**config.mk**
```make
export PLATFORM = sky130hd
export DESIGN_NAME = fpu_bf16_arbiter
export DESIGN_NICKNAME = d
export VERILOG_FILES = /design/src/rtl/fpu_bf16_pkg.sv /design/src/rtl/fpu_bf16_arbiter_rr.sv /design/src/rtl/fpu_bf16_arbiter.sv
export SDC_FILE = /design/constraint.sdc
export NUM_CORES = 1
export LEC_CHECK = 0
export ABC_CLOCK_PERIOD_IN_PS = 1900
export BUFFER_PORTS_ARGS = -buffer_cell sky130_fd_sc_hd__buf_4
export CAP_MARGIN = 10
export CORE_MARGIN = 2
export CORE_UTILIZATION = 44
export DETAILED_ROUTE_END_ITERATION = 10
export PLACE_DENSITY = 0.82
export SLEW_MARGIN = 20
export SYNTH_ARGS = -nofsm -noshare
export SYNTH_HDL_FRONTEND = slang
export SYNTH_SLANG_ARGS = --single-unit
```
**constraint.sdc**
```tcl
create_clock -name clock -period 1.9 [get_ports clock]
set_clock_uncertainty 0.1 [all_clocks]
set_input_delay 0.57 -clock clock [delete_from_list [all_inputs] [get_ports clock]]
set_output_delay 0.57 -clock clock [all_outputs]
set_load 0.01 [all_outputs]
```
**src/rtl/fpu_bf16_pkg.sv**
```systemverilog
// Shared types and constants for the bf16 FPU arbiter slice.
// States, field widths, canonical NaN and response flag layout.
package fpu_bf16_pkg;

    typedef enum logic [1:0] {
        S_IDLE  = 2'd0,
        S_ISSUE = 2'd1,
        S_WAIT  = 2'd2,
        S_RESP  = 2'd3
    } state_e;

    localparam int OP_W    = 5;
    localparam int FLAG_W  = 5;
    localparam int RFLAG_W = FLAG_W + 1;
    localparam int DATA_W  = 16;

    localparam logic [DATA_W-1:0] BF16_QNAN = 16'h7FC0;

    // Response flag bit positions: {timeout, NV, DZ, OF, UF, NX}
    localparam int FLG_NX = 0;
    localparam int FLG_UF = 1;
    localparam int FLG_OF = 2;
    localparam int FLG_DZ = 3;
    localparam int FLG_NV = 4;
    localparam int FLG_TO = 5;

    localparam logic [OP_W-1:0] OP_FADD = 5'd0;
    localparam logic [OP_W-1:0] OP_FSUB = 5'd1;
    localparam logic [OP_W-1:0] OP_FMUL = 5'd2;
    localparam logic [OP_W-1:0] OP_FMA  = 5'd3;

    function automatic logic [RFLAG_W-1:0] timeout_flags();
        logic [RFLAG_W-1:0] f;
        f         = '0;
        f[FLG_TO] = 1'b1;
        f[FLG_NV] = 1'b1;
        return f;
    endfunction

endpackage

```
**src/rtl/fpu_bf16_arbiter_rr.sv**
```systemverilog
// Rotating-priority picker: first request above last_i, wrapping.
// Purely combinational; produces a one-hot grant and its index.
module rr_arbiter #(
    parameter int NREQ = 2,
    parameter int IW   = 1
) (
    input  logic [NREQ-1:0] req_i,
    input  logic [IW-1:0]   last_i,
    output logic [NREQ-1:0] gnt_o,
    output logic [IW-1:0]   idx_o,
    output logic            any_o
);

    int cand;

    always_comb begin
        gnt_o = '0;
        idx_o = '0;
        any_o = 1'b0;
        cand  = 0;
        for (int k = 1; k <= NREQ; k++) begin
            cand = (int'(last_i) + k) % NREQ;
            if (!any_o && req_i[IW'(cand)]) begin
                any_o              = 1'b1;
                gnt_o[IW'(cand)]   = 1'b1;
                idx_o              = IW'(cand);
            end
        end
    end

endmodule

```
**src/rtl/fpu_bf16_arbiter.sv**
```systemverilog
// Shares one bf16 FPU between NREQ requesters: round-robin accept,
// one-cycle issue, bounded wait for done, one-cycle response.
module fpu_bf16_arbiter
    import fpu_bf16_pkg::*;
#(
    parameter int NREQ    = 2,
    parameter int TIMEOUT = 64
) (
    input  logic                   clock,
    input  logic                   resetb,
    input  logic [NREQ-1:0]        req_valid,
    output logic [NREQ-1:0]        req_ready,
    input  logic [NREQ*OP_W-1:0]   req_op,
    input  logic [NREQ*DATA_W-1:0] req_a,
    input  logic [NREQ*DATA_W-1:0] req_b,
    input  logic [NREQ*DATA_W-1:0] req_c,
    output logic [NREQ-1:0]        rsp_valid,
    output logic [DATA_W-1:0]      rsp_data,
    output logic [RFLAG_W-1:0]     rsp_flags,
    output logic                   fpu_start,
    output logic [OP_W-1:0]        fpu_op,
    output logic [DATA_W-1:0]      fpu_a,
    output logic [DATA_W-1:0]      fpu_b,
    output logic [DATA_W-1:0]      fpu_c,
    input  logic                   fpu_done,
    input  logic [DATA_W-1:0]      fpu_result,
    input  logic [FLAG_W-1:0]      fpu_flags,
    output logic                   busy
);

    localparam int IW = $clog2(NREQ);
    localparam int CW = $clog2(TIMEOUT + 1);
    // First WAIT cycle is one cycle after the start pulse, so the
    // forced response lands exactly TIMEOUT cycles after it.
    localparam logic [CW-1:0] CNT_LAST = CW'(TIMEOUT - 2);

    state_e              state_q;
    logic [IW-1:0]       last_q;
    logic [IW-1:0]       gidx_q;
    logic [NREQ-1:0]     own_q;
    logic [CW-1:0]       cnt_q;
    logic [CW-1:0]       cnt_d;
    logic [OP_W-1:0]     op_q;
    logic [DATA_W-1:0]   a_q;
    logic [DATA_W-1:0]   b_q;
    logic [DATA_W-1:0]   c_q;
    logic [DATA_W-1:0]   rdata_q;
    logic [RFLAG_W-1:0]  rflags_q;
    logic                start_q;
    logic [NREQ-1:0]     rvld_q;

    logic [NREQ-1:0]     g_gnt;
    logic [IW-1:0]       g_idx;
    logic                g_any;
    logic [OP_W-1:0]     sel_op;
    logic [DATA_W-1:0]   sel_a;
    logic [DATA_W-1:0]   sel_b;
    logic [DATA_W-1:0]   sel_c;

    rr_arbiter #(
        .NREQ (NREQ),
        .IW   (IW)
    ) u_rr (
        .req_i  (req_valid),
        .last_i (last_q),
        .gnt_o  (g_gnt),
        .idx_o  (g_idx),
        .any_o  (g_any)
    );

    always_comb begin
        sel_op = '0;
        sel_a  = '0;
        sel_b  = '0;
        sel_c  = '0;
        for (int i = 0; i < NREQ; i++) begin
            if (g_gnt[i]) begin
                sel_op = req_op[i*OP_W +: OP_W];
                sel_a  = req_a[i*DATA_W +: DATA_W];
                sel_b  = req_b[i*DATA_W +: DATA_W];
                sel_c  = req_c[i*DATA_W +: DATA_W];
            end
        end
    end

    assign cnt_d = cnt_q + 1'b1;

    always_ff @(posedge clock or negedge resetb) begin
        if (!resetb) begin
            state_q  <= S_IDLE;
            last_q   <= IW'(NREQ - 1);
            gidx_q   <= '0;
            own_q    <= '0;
            cnt_q    <= '0;
            op_q     <= '0;
            a_q      <= '0;
            b_q      <= '0;
            c_q      <= '0;
            rdata_q  <= '0;
            rflags_q <= '0;
            start_q  <= 1'b0;
            rvld_q   <= '0;
        end else begin
            start_q <= 1'b0;
            rvld_q  <= '0;
            unique case (state_q)
                S_IDLE: begin
                    if (g_any) begin
                        op_q    <= sel_op;
                        a_q     <= sel_a;
                        b_q     <= sel_b;
                        c_q     <= sel_c;
                        gidx_q  <= g_idx;
                        own_q   <= g_gnt;
                        start_q <= 1'b1;
                        state_q <= S_ISSUE;
                    end
                end
                S_ISSUE: begin
                    cnt_q   <= '0;
                    state_q <= S_WAIT;
                end
                S_WAIT: begin
                    cnt_q <= cnt_d;
                    if (fpu_done) begin
                        rdata_q  <= fpu_result;
                        rflags_q <= {1'b0, fpu_flags};
                        rvld_q   <= own_q;
                        state_q  <= S_RESP;
                    end else if (cnt_q == CNT_LAST) begin
                        rdata_q  <= BF16_QNAN;
                        rflags_q <= timeout_flags();
                        rvld_q   <= own_q;
                        state_q  <= S_RESP;
                    end
                end
                S_RESP: begin
                    last_q  <= gidx_q;
                    state_q <= S_IDLE;
                end
                default: state_q <= S_IDLE;
            endcase
        end
    end

    assign req_ready = (state_q == S_IDLE) ? g_gnt : '0;
    assign rsp_valid = rvld_q;
    assign rsp_data  = rdata_q;
    assign rsp_flags = rflags_q;
    assign fpu_start = start_q;
    assign fpu_op    = op_q;
    assign fpu_a     = a_q;
    assign fpu_b     = b_q;
    assign fpu_c     = c_q;
    assign busy      = (state_q != S_IDLE);

endmodule

```
* Yosys cells after proc, flatten, opt, wreduce, memory -nomap -nowiden
Cells that the tools add are included.
W data, S select, Z words.
** Storage, ports and cells
- Memories kept :: 0
- Register bits :: 91
- RAM bits :: 0
- Memory bits (read-only) :: 0
- Bits in latches :: 0
- Output and inout bits :: 81
- Logic and storage cells :: 75
- Bits of input ports :: 132
** Cells by class
- Multiply operators :: 0
- Divide/modulo/power cells :: 0
- Equality and inequality tests :: 6
- Order comparisons :: 4
- Reductions and logical operators :: 11
- Shift operators :: 0
- Add/sub/neg operators :: 3
- Bitwise gates (word level) :: 1
- Multiplexer cells :: 37
** Operators with widths (number)
- $mux W16 :: 8
- $mux W2 :: 9
- $pmux W7 S2 :: 1
- $mux W1 :: 12
- $mux W6 :: 2
- $mux W5 :: 2
- $pmux W2 S4 :: 1
- $add A7 B1 Y7 const B :: 1
- $eq A7 B6 Y1 const B :: 1
- $lt A1 B3 Y1 const B :: 2
- $reduce_and A2 Y1 :: 3
- $reduce_bool A2 Y1 :: 3
- $eq A2 B2 Y1 const B :: 2
- $logic_and A1 B1 Y1 :: 3
- $ne A3 B3 Y1 const B :: 1
- $add A1 B1 Y1 const B :: 2
- $demux W1 S1 :: 2
- $eq A2 B1 Y1 const B :: 1
- $ge A1 B1 Y1 const B :: 2
- $logic_not A2 Y1 :: 1
- $ne A2 B2 Y1 const B :: 1
- $or A2 B2 Y2 :: 1
- $logic_not A1 Y1 :: 1

* Longest topological paths before layout
Gate-level depths: netlist of the first run.
- Depth after elaboration :: 10
- Gate-level depth with buffers :: 7
- Depth with buffers taken out :: 6

* Modules after synthesis
Synthesis of the first run repeated with hierarchy kept, for this count alone.
** Unflattened totals
- Cell total of the unflattened synthesis :: 372
- Area total of the unflattened synthesis :: 3950.0 um^2
** By module, submodules not included
- fpu_bf16_arbiter :: cells an instance 367, instances 1, sequential area each 2278.4 um^2, area an instance 3915.0 um^2
- rr_arbiter :: cells an instance 5, instances 1, sequential area each 0.0 um^2, area an instance 35.0 um^2

* Worst setup path after synthesis of the first run
Ideal clock, no wire load.
- Kind :: reg-to-reg
- Start point :: reg state_q[1]
- End point :: reg cnt_q[5]
- Clock period less this slack :: 1593 ps
- Path buffers :: 0
- Path slack :: 307 ps
- Library setup time :: 77 ps
- Stages on the path, launching flop included :: 6
- Data required time :: 1723 ps
- Arrival time :: 1415 ps
- Cell sequence :: dfrtp_1 inv_1 ha_1 nand4_1 or3_1 a21oi_1
** Between the ends
- Longest elaborated chain between the ends :: 2
- Elaborated cells between the ends (all ways) :: 4
- Those cells by class :: 2 x eq/ne; 1 x mux; 1 x reduce/logical
** Ends and longest elaborated chain
- start: declaration :: RTL line fpu_bf16_arbiter.sv:37 : state_e state_q;
- start signal: assignment :: RTL line fpu_bf16_arbiter.sv:90 : state_q <= S_IDLE;
- start signal: assignment :: RTL line fpu_bf16_arbiter.sv:116 : state_q <= S_ISSUE;
- start signal: assignment :: RTL line fpu_bf16_arbiter.sv:121 : state_q <= S_WAIT;
- $eq A2 B2 Y1 / $eq A2 B1 Y1 (equally long branches) :: RTL line fpu_bf16_arbiter.sv:106 : unique case (state_q)
- $pmux W7 S2 / $reduce_bool A2 Y1 (equally long branches)
- end signal: assignment :: RTL line fpu_bf16_arbiter.sv:124 : cnt_q <= cnt_d;
- end: declaration :: RTL line fpu_bf16_arbiter.sv:41 : logic [CW-1:0] cnt_q;
Several ways; a longest one is shown, not always the timed one.
A chain may end at the register's enable or synchronous reset.

* Final worst setup path of the first run
- Start point :: reg state_q[0]
- End point :: out req_ready[0]
** Between the ends
- Longest elaborated chain between the ends :: 2
** Ends and longest elaborated chain
- $logic_not A2 Y1 :: RTL line fpu_bf16_arbiter.sv:146 : assign req_ready = (state_q == S_IDLE) ? g_gnt : '0;
- $mux W2 :: RTL line fpu_bf16_arbiter.sv:146
- end: declaration :: RTL line fpu_bf16_arbiter.sv:12 : output logic [NREQ-1:0] req_ready,
Every way passes these cells.

==> out/qor.yml, run 1 <==
yosys:
  synth-seq-cells: 90
  yosysMostFrequentCell: "nand2_1"
  synthArstFlopShare: 1.000
  syn_inst: 414
  synth_warnings: 0
  ys.flop_type: "dfrtp_1"
  netlist_top_cells_area: "dfrtp_1 58%, nand2_1 12%, nand3_1 7.4%, a21oi_1 3.0%, nor2b_1 2.5%"
  synth_top_cell_by_area: "dfrtp_1"
  ys_seq_area_frac: 0.5919
  synth_commonest_cells: "124 x nand2_1, 89 x dfrtp_1, 56 x nand3_1, 23 x a21oi_1, 18 x clkbuf_1"
  syn_area_um2: 3807
  syn_area_per_cell_um2: 9.197
  synth-adder-area-share: 0.01972
  synthMuxAreaShare: 0.005587
  synth_cell_types: 41
  synth_top_cell_area_share: 0.5849
  synth_top_family_by_area: "simple AND/OR/NAND/NOR gates"
  synth_compound_area_frac: 0.08774
  synth_xor_area_frac: 0.002300
  synth-simple-area-share: 0.2547
  synth-edff-count: 0
drt:
  antenna_left: 0
  wl_per_cell_um: 14.32
  finalWirelength_mm: 9.809
  drcViolationCount: 0
  vias_per_cell: 5.112
  vias: 3502
  dr.pass1.iters: 4
  drtIter0Drc: 128
timing:
  relSlewSlack: 0.6244
  finalSetupViolCount: 2
  fin_crit_sh: 1.034
  fmax_ghz: 0.5090
  rsz0062_at_grt: "true"
  fin_ws_ns: -0.06472
  worstMarginPinSlew_ns: 0.5635
  fin_hold_ws_ns: 0.1329
  finalHoldViolations: 0
  final_max_slew_viol_count: 0
  layout_min_cycle_time_ns: 1.965
die:
  core-area_um2: 8299
  die_area_um2: 9413
  ios: 213
  num_rows: 33
  floorplan.die.height_um: 97.02
  initial_core_util: 0.4588
  die_w_um: 97.02
global_route:
  antenna_found_initial: 0
  grt_max_degree: 91
  grt_overflow_total: 0
  grt_use_total: 0.2108
  grt_pass1_vias: 3515
  grt_pass1_wl_mm: 16.46
pwr:
  power.density_nw_per_um2: 1377
  p_int_mw: 4.606
  power_leakage_nw: 2.883
  seq_power_share: 0.388
  switchingPower_mw: 2.827
  power_frac_comb: 0.449
  clkPwrFrac: 0.163
  ir_drop_uv: 777.8
  switching_share: 0.3804
status:
  status: "finished with violations"
  violations: "setup timing"
worst_setup_path:
  worstSetupStartpointType: "flip-flop"
  critPathArrivalTime_ns: 1.29
  crit_slowest_cell: "dfrtp_1"
  critPathTopFamily: "flip-flops"
  end_kind: "primary output"
  critPathBufInv: 2
  cpPeakStageDelay_ns: 0.41
  path_class: "reg2out"
  crit_chain: "inv_2 > ha_4 > and3_4 > buf_6"
  worstPathRequired_ns: 1.23
  crit_fanout: 2
cts:
  insertion_delay_ns: 0.35
  cts_made_buffers: 9
  cts.sinks: 90
  cts-root-buf: "clkbuf_8"
  cts_tree: "yes"
  htree_levels: 3
  clk_pin_slew_worst_paths_ns: 0.10
  postCtsHoldBufs: 0
  cts_buffer_depth: 2
place:
  gp_congestion: 0.7759
  port_buffers: 157
  place_hpwl_mm: 6.802
worst_hold_path:
  hp-class: "in2async"
cells_and_area:
  syn2layout_area_growth_pct: 41.80
  diodes: 0
  drive_above_1_share: 0.3534
  finalNetCount: 713
  finish.utilization: 0.6505
job:
  cap_viol_max_count: 0
-- worst paths after layout --
path	from	end	slack (ns)	cells past startpoint
max	state_q[0]	req_ready[0]	-0.06	4
min reg2reg	fpu_c[5]	fpu_c[5]	0.37	2
max reg2reg	state_q[0]	rsp_data[1]	0.12	7
max in group asynchronous	resetb	fpu_c[12]	1.18	2
min	resetb	rsp_flags[4]	0.13	2
min in group clock	req_b[2]	fpu_b[2]	0.33	3
-- logic make-up (layout without fill, tap and decap cells) --
kind of cell,Yosys count,count (layout)
flops,90,90
xor+xnor,1,1
mux,2,2
buf+inv,35,200
compound gates,59,59
simple gates,220,220
other cells,1,2
fa+ha+maj,6,6
-- flip-flops by register name, indices dropped and copies added (netlist names) --
register   cells
fpu_start      1
state_q        2
fpu_a         16
rsp_data      16
rsp_flags      6
own_q          1
rsp_valid      2
cnt_q          7
last_q         1
fpu_b         16
gidx_q         1
fpu_op         5
fpu_c         16
-- cells in the final DEF (no fill, tap or decap), types with 10 or more instances in the layout --
cell type,instances
dfrtp_1,89
nand3_1,56
nand2_1,122
nor2b_1,15
clkbuf_8,10
nor2_1,13
buf_4,172
o22ai_1,10
o21ai_0,14
a21oi_1,23
-- cell type report --
cell class	instances	area (µm²)
clock buffer	11	141.4
multi-input combinational	290	1443
fill	666	2900
clock inverter	5	37.54
timing repair buffer	176	1363
sequential	90	2253
inverter	8	30.03
tap	105	131.4
-- metrics by stage --
| step | setup TNS [ns] | power [mW] | instance area (µm²) | worst slack, ns | std cells |
|---|---|---|---|---|---|
| after floorplan | 0 | 4.543 | 3811 | 0.3074 | 415 |
| after global placement | 0 | 5.953 | 5147 | 0.1608 | 663 |
| after detailed placement | 0 | 6.109 | 5147 | 0.08033 | 663 |
| after CTS | -0.09964 | 7.436 | 5379 | -0.05538 | 683 |
| after global routing | -0.2022 | 7.948 | 5399 | -0.1046 | 685 |
| final | -0.1169 | 7.434 | 5399 | -0.06472 | 685 |
-- power groups by stage --
stage / clock network, mW / logic [mW] / registers, mW
detailed placement: 0 / 3.19 / 2.92
global placement: 0 / 3.08 / 2.88
finish: 1.21 / 3.34 / 2.88
floorplan: 0 / 1.43 / 3.11
global route: 1.32 / 3.67 / 2.95
CTS: 1.24 / 3.32 / 2.88
-- routing by layer --
| metal | vias to the layer above | track usage | wire [µm] |
|---|---|---|---|
| li1 | 1688 | - | - |
| met4 | 0 | 0.07042 | 168 |
| met2 | 119 | 0.3488 | 4827 |
| met1 | 1674 | 0.2573 | 4064 |
| met5 | - | 0 | 0 |
| met3 | 21 | 0.07514 | 748 |
-- what timing repair did --
item,CTS,global route
setup buffers,4,2
pin swaps,1,1
endpoints found under the setup margin,2,19
resized for setup,7,2
(Power assumes the default switching activity.)
==> inputs of run 2 (changes only) <==
ABC_CLOCK_PERIOD_IN_PS = 1800   (was 1900)
BUFFER_PORTS_ARGS = -buffer_cell sky130_fd_sc_hd__buf_2   (was -buffer_cell sky130_fd_sc_hd__buf_4)
CORE_UTILIZATION = 40   (was 44)
MAX_ROUTING_LAYER = met4   (was not set)
PLACE_DENSITY = 0.78   (was 0.82)
clock period = 1.8 ns   (was 1.9 ns; I/O delays follow)
==> out/qor.yml, run 2 (synthesis results as in run 1) <==
status:
  status: "finished with violations"  # unchanged
  violations: "setup timing"  # unchanged
cells_and_area:
  diodes: 0  # unchanged
  finish.utilization: 0.5561  # was 0.6505
  drive_above_1_share: 0.3636  # was 0.3534
  syn2layout_area_growth_pct: 34.97  # was 41.80%
  mostFrequentLayoutCells: "154 x buf_2, 122 x nand2_1, 89 x dfrtp_1"  # was 172 x buf_4, 122 x nand2_1, 89 x dfrtp_1
  finalNetCount: 716  # was 713
  layout_commonest_cell: "buf_2"  # was buf_4
timing:
  rsz0062_at_grt: "true"  # unchanged
  setup_tns_ns: -0.1090  # was -0.1169 ns
  fin_ws_ns: -0.07024  # was -0.06472 ns
  worstMarginPinSlew_ns: 0.5645  # was 0.5635 ns
  final_max_slew_viol_count: 0  # unchanged
  fmax_ghz: 0.5347
  fin_crit_sh: 1.039
  layout_min_cycle_time_ns: 1.870
  finalSetupViolCount: 2  # unchanged
  finalHoldViolations: 0  # unchanged
  relSlewSlack: 0.6237  # was 0.6244
drt:
  finalWirelength_mm: 9.364  # was 9.809 mm
  drcViolationCount: 0  # unchanged
  dr.pass1.iters: 4  # unchanged
  antenna_left: 0  # unchanged
  vias_per_cell: 4.846  # was 5.112
  vias: 3450  # was 3502
  drtIter0Drc: 143  # was 128
  wl_per_cell_um: 13.15  # was 14.32 µm
worst_setup_path:
  critPathArrivalTime_ns: 1.23  # was 1.29 ns
  crit_chain: "inv_2 > ha_4 > and3_4 > buf_6"  # unchanged
  worstSetupStartpointType: "flip-flop"  # unchanged
  cpPeakStageDelay_ns: 0.40  # was 0.41 ns
  critPathTopFamily: "flip-flops"  # unchanged
  path_class: "reg2out"  # unchanged
  crit_fanout: 2  # unchanged
  critPathBufInv: 2  # unchanged
  crit_slowest_cell: "dfrtp_1"  # unchanged
  end_kind: "primary output"  # unchanged
  worstPathRequired_ns: 1.16  # was 1.23 ns
pwr:
  switching_share: 0.3760  # was 0.3804
  p_int_mw: 4.830  # was 4.606 mW
  total_power_mw: 7.741  # was 7.434 mW
  power_frac_comb: 0.411  # was 0.449
  power_leakage_nw: 2.839  # was 2.883 nW
  power.density_nw_per_um2: 1506  # was 1377 nW/µm²
  seq_power_share: 0.389  # was 0.388
  ir_drop_uv: 534.9  # was 777.8 µV
  switchingPower_mw: 2.910  # was 2.827 mW
  clkPwrFrac: 0.199  # was 0.163
die:
  floorplan.die.height_um: 101.6  # was 97.02 µm
  die_area_um2: 10310  # was 9413 µm²
  ios: 213  # unchanged
  die_w_um: 101.6  # was 97.02 µm
  core-area_um2: 9240  # was 8299 µm²
  num_rows: 35  # was 33
  initial_core_util: 0.4121  # was 0.4588
cts:
  cts.sinks: 90  # unchanged
  cts_made_buffers: 9  # unchanged
  insertion_delay_ns: 0.34  # was 0.35 ns
  cts_tree: "yes"  # unchanged
  cts_buffer_depth: 2  # unchanged
  clk_pin_slew_worst_paths_ns: 0.09  # was 0.10 ns
  htree_levels: 3  # unchanged
  cts-root-buf: "clkbuf_8"  # unchanged
global_route:
  grt_use_total: 0.1920  # was 0.2108
  grt_overflow_total: 0  # unchanged
  grt_pass1_vias: 3371  # was 3515
  antenna_found_initial: 0  # unchanged
  grt_max_degree: 56  # was 91
  grt_pass1_wl_mm: 15.21  # was 16.46 mm
worst_hold_path:
  hp-class: "in2async"  # unchanged
place:
  place_hpwl_mm: 6.848  # was 6.802 mm
  gp_congestion: 0.7876  # was 0.7759
  port_buffers: 157  # unchanged
job:
  cap_viol_max_count: 0  # unchanged
-- run 2: changes by cell type in the layout (fill, tap and decap cells not counted), moves of 2 or more --
cell / previous run / this run
buf_2: 0 / 154
bufinv_16: 0 / 2
buf_4: 172 / 20
clkinv_4: 0 / 2
clkinvlp_4: 2 / 0
nor2b_1: 15 / 13
-- run 2: worst paths after layout --
| check | start | endpoint | slack, ns | cells after the start |
|---|---|---|---|---|
| max | state_q[0] | req_ready[0] | -0.07 | 4 |
| min | resetb | rsp_flags[4] | 0.05 | 2 |
| max reg2reg | state_q[1] | state_q[0] | 0.06 | 8 |
| min reg2reg | fpu_a[7] | fpu_a[7] | 0.37 | 2 |
| max in group asynchronous | resetb | last_q | 1.25 | 2 |
| min in group clock | req_c[12] | fpu_c[12] | 0.30 | 3 |
-- run 2: routing by layer --
layer,vias to the layer above,wire (µm),GRT usage
met5,-,0,-
met4,0,163,0.07484
met3,19,413,0.03313
met2,104,4878,0.3254
met1,1635,3908,0.2275
li1,1692,-,-
-- run 2: metrics by stage --
stage,setup WS (ns),std cells,hold WS (ns),cell area [µm²]
floorplan,0.2074,415,0.1444,3811
global placement,0.1690,688,0.3444,4795
finish,-0.07024,712,0.04814,5139
detailed placement,0.08971,688,0.3512,4795
global route,-0.1226,712,0.04831,5139
CTS,-0.07968,709,0.05370,5084
-- run 2: area by class of cell --
type	instances	area (µm²)
fill	874	4101
sequential	90	2253
multi-input combinational	290	1463
timing repair buffer	179	1003
tap	129	161.4
clock buffer	11	141.4
clock inverter	5	86.33
inverter	8	30.03
-- run 2: timing repair --
action / CTS / global route
setup endpoints to repair: 2 / 28
hold buffers: 0 / 0
setup buffers: 5 / 3
pin swaps: 1 / 1
resized for setup: 6 / 10
-- run 2: power groups by stage --
stage / Combinational (mW) / Sequential (mW) / Clock, mW
global route: 3.56 / 3.10 / 1.68
CTS: 3.12 / 3.01 / 1.59
detailed placement: 3.00 / 3.05 / 0
floorplan: 1.51 / 3.28 / 0
global placement: 2.89 / 3.01 / 0
finish: 3.18 / 3.01 / 1.54
-- run 2: worst reg2reg max path, cell delays in order (launching register included) --
cell     delay (ns)
dfrtp_1        0.38
inv_2          0.06
ha_4           0.15
buf_4          0.13
buf_4          0.12
buf_4          0.13
nor2b_2        0.17
nor3_1         0.22
o32a_1         0.21
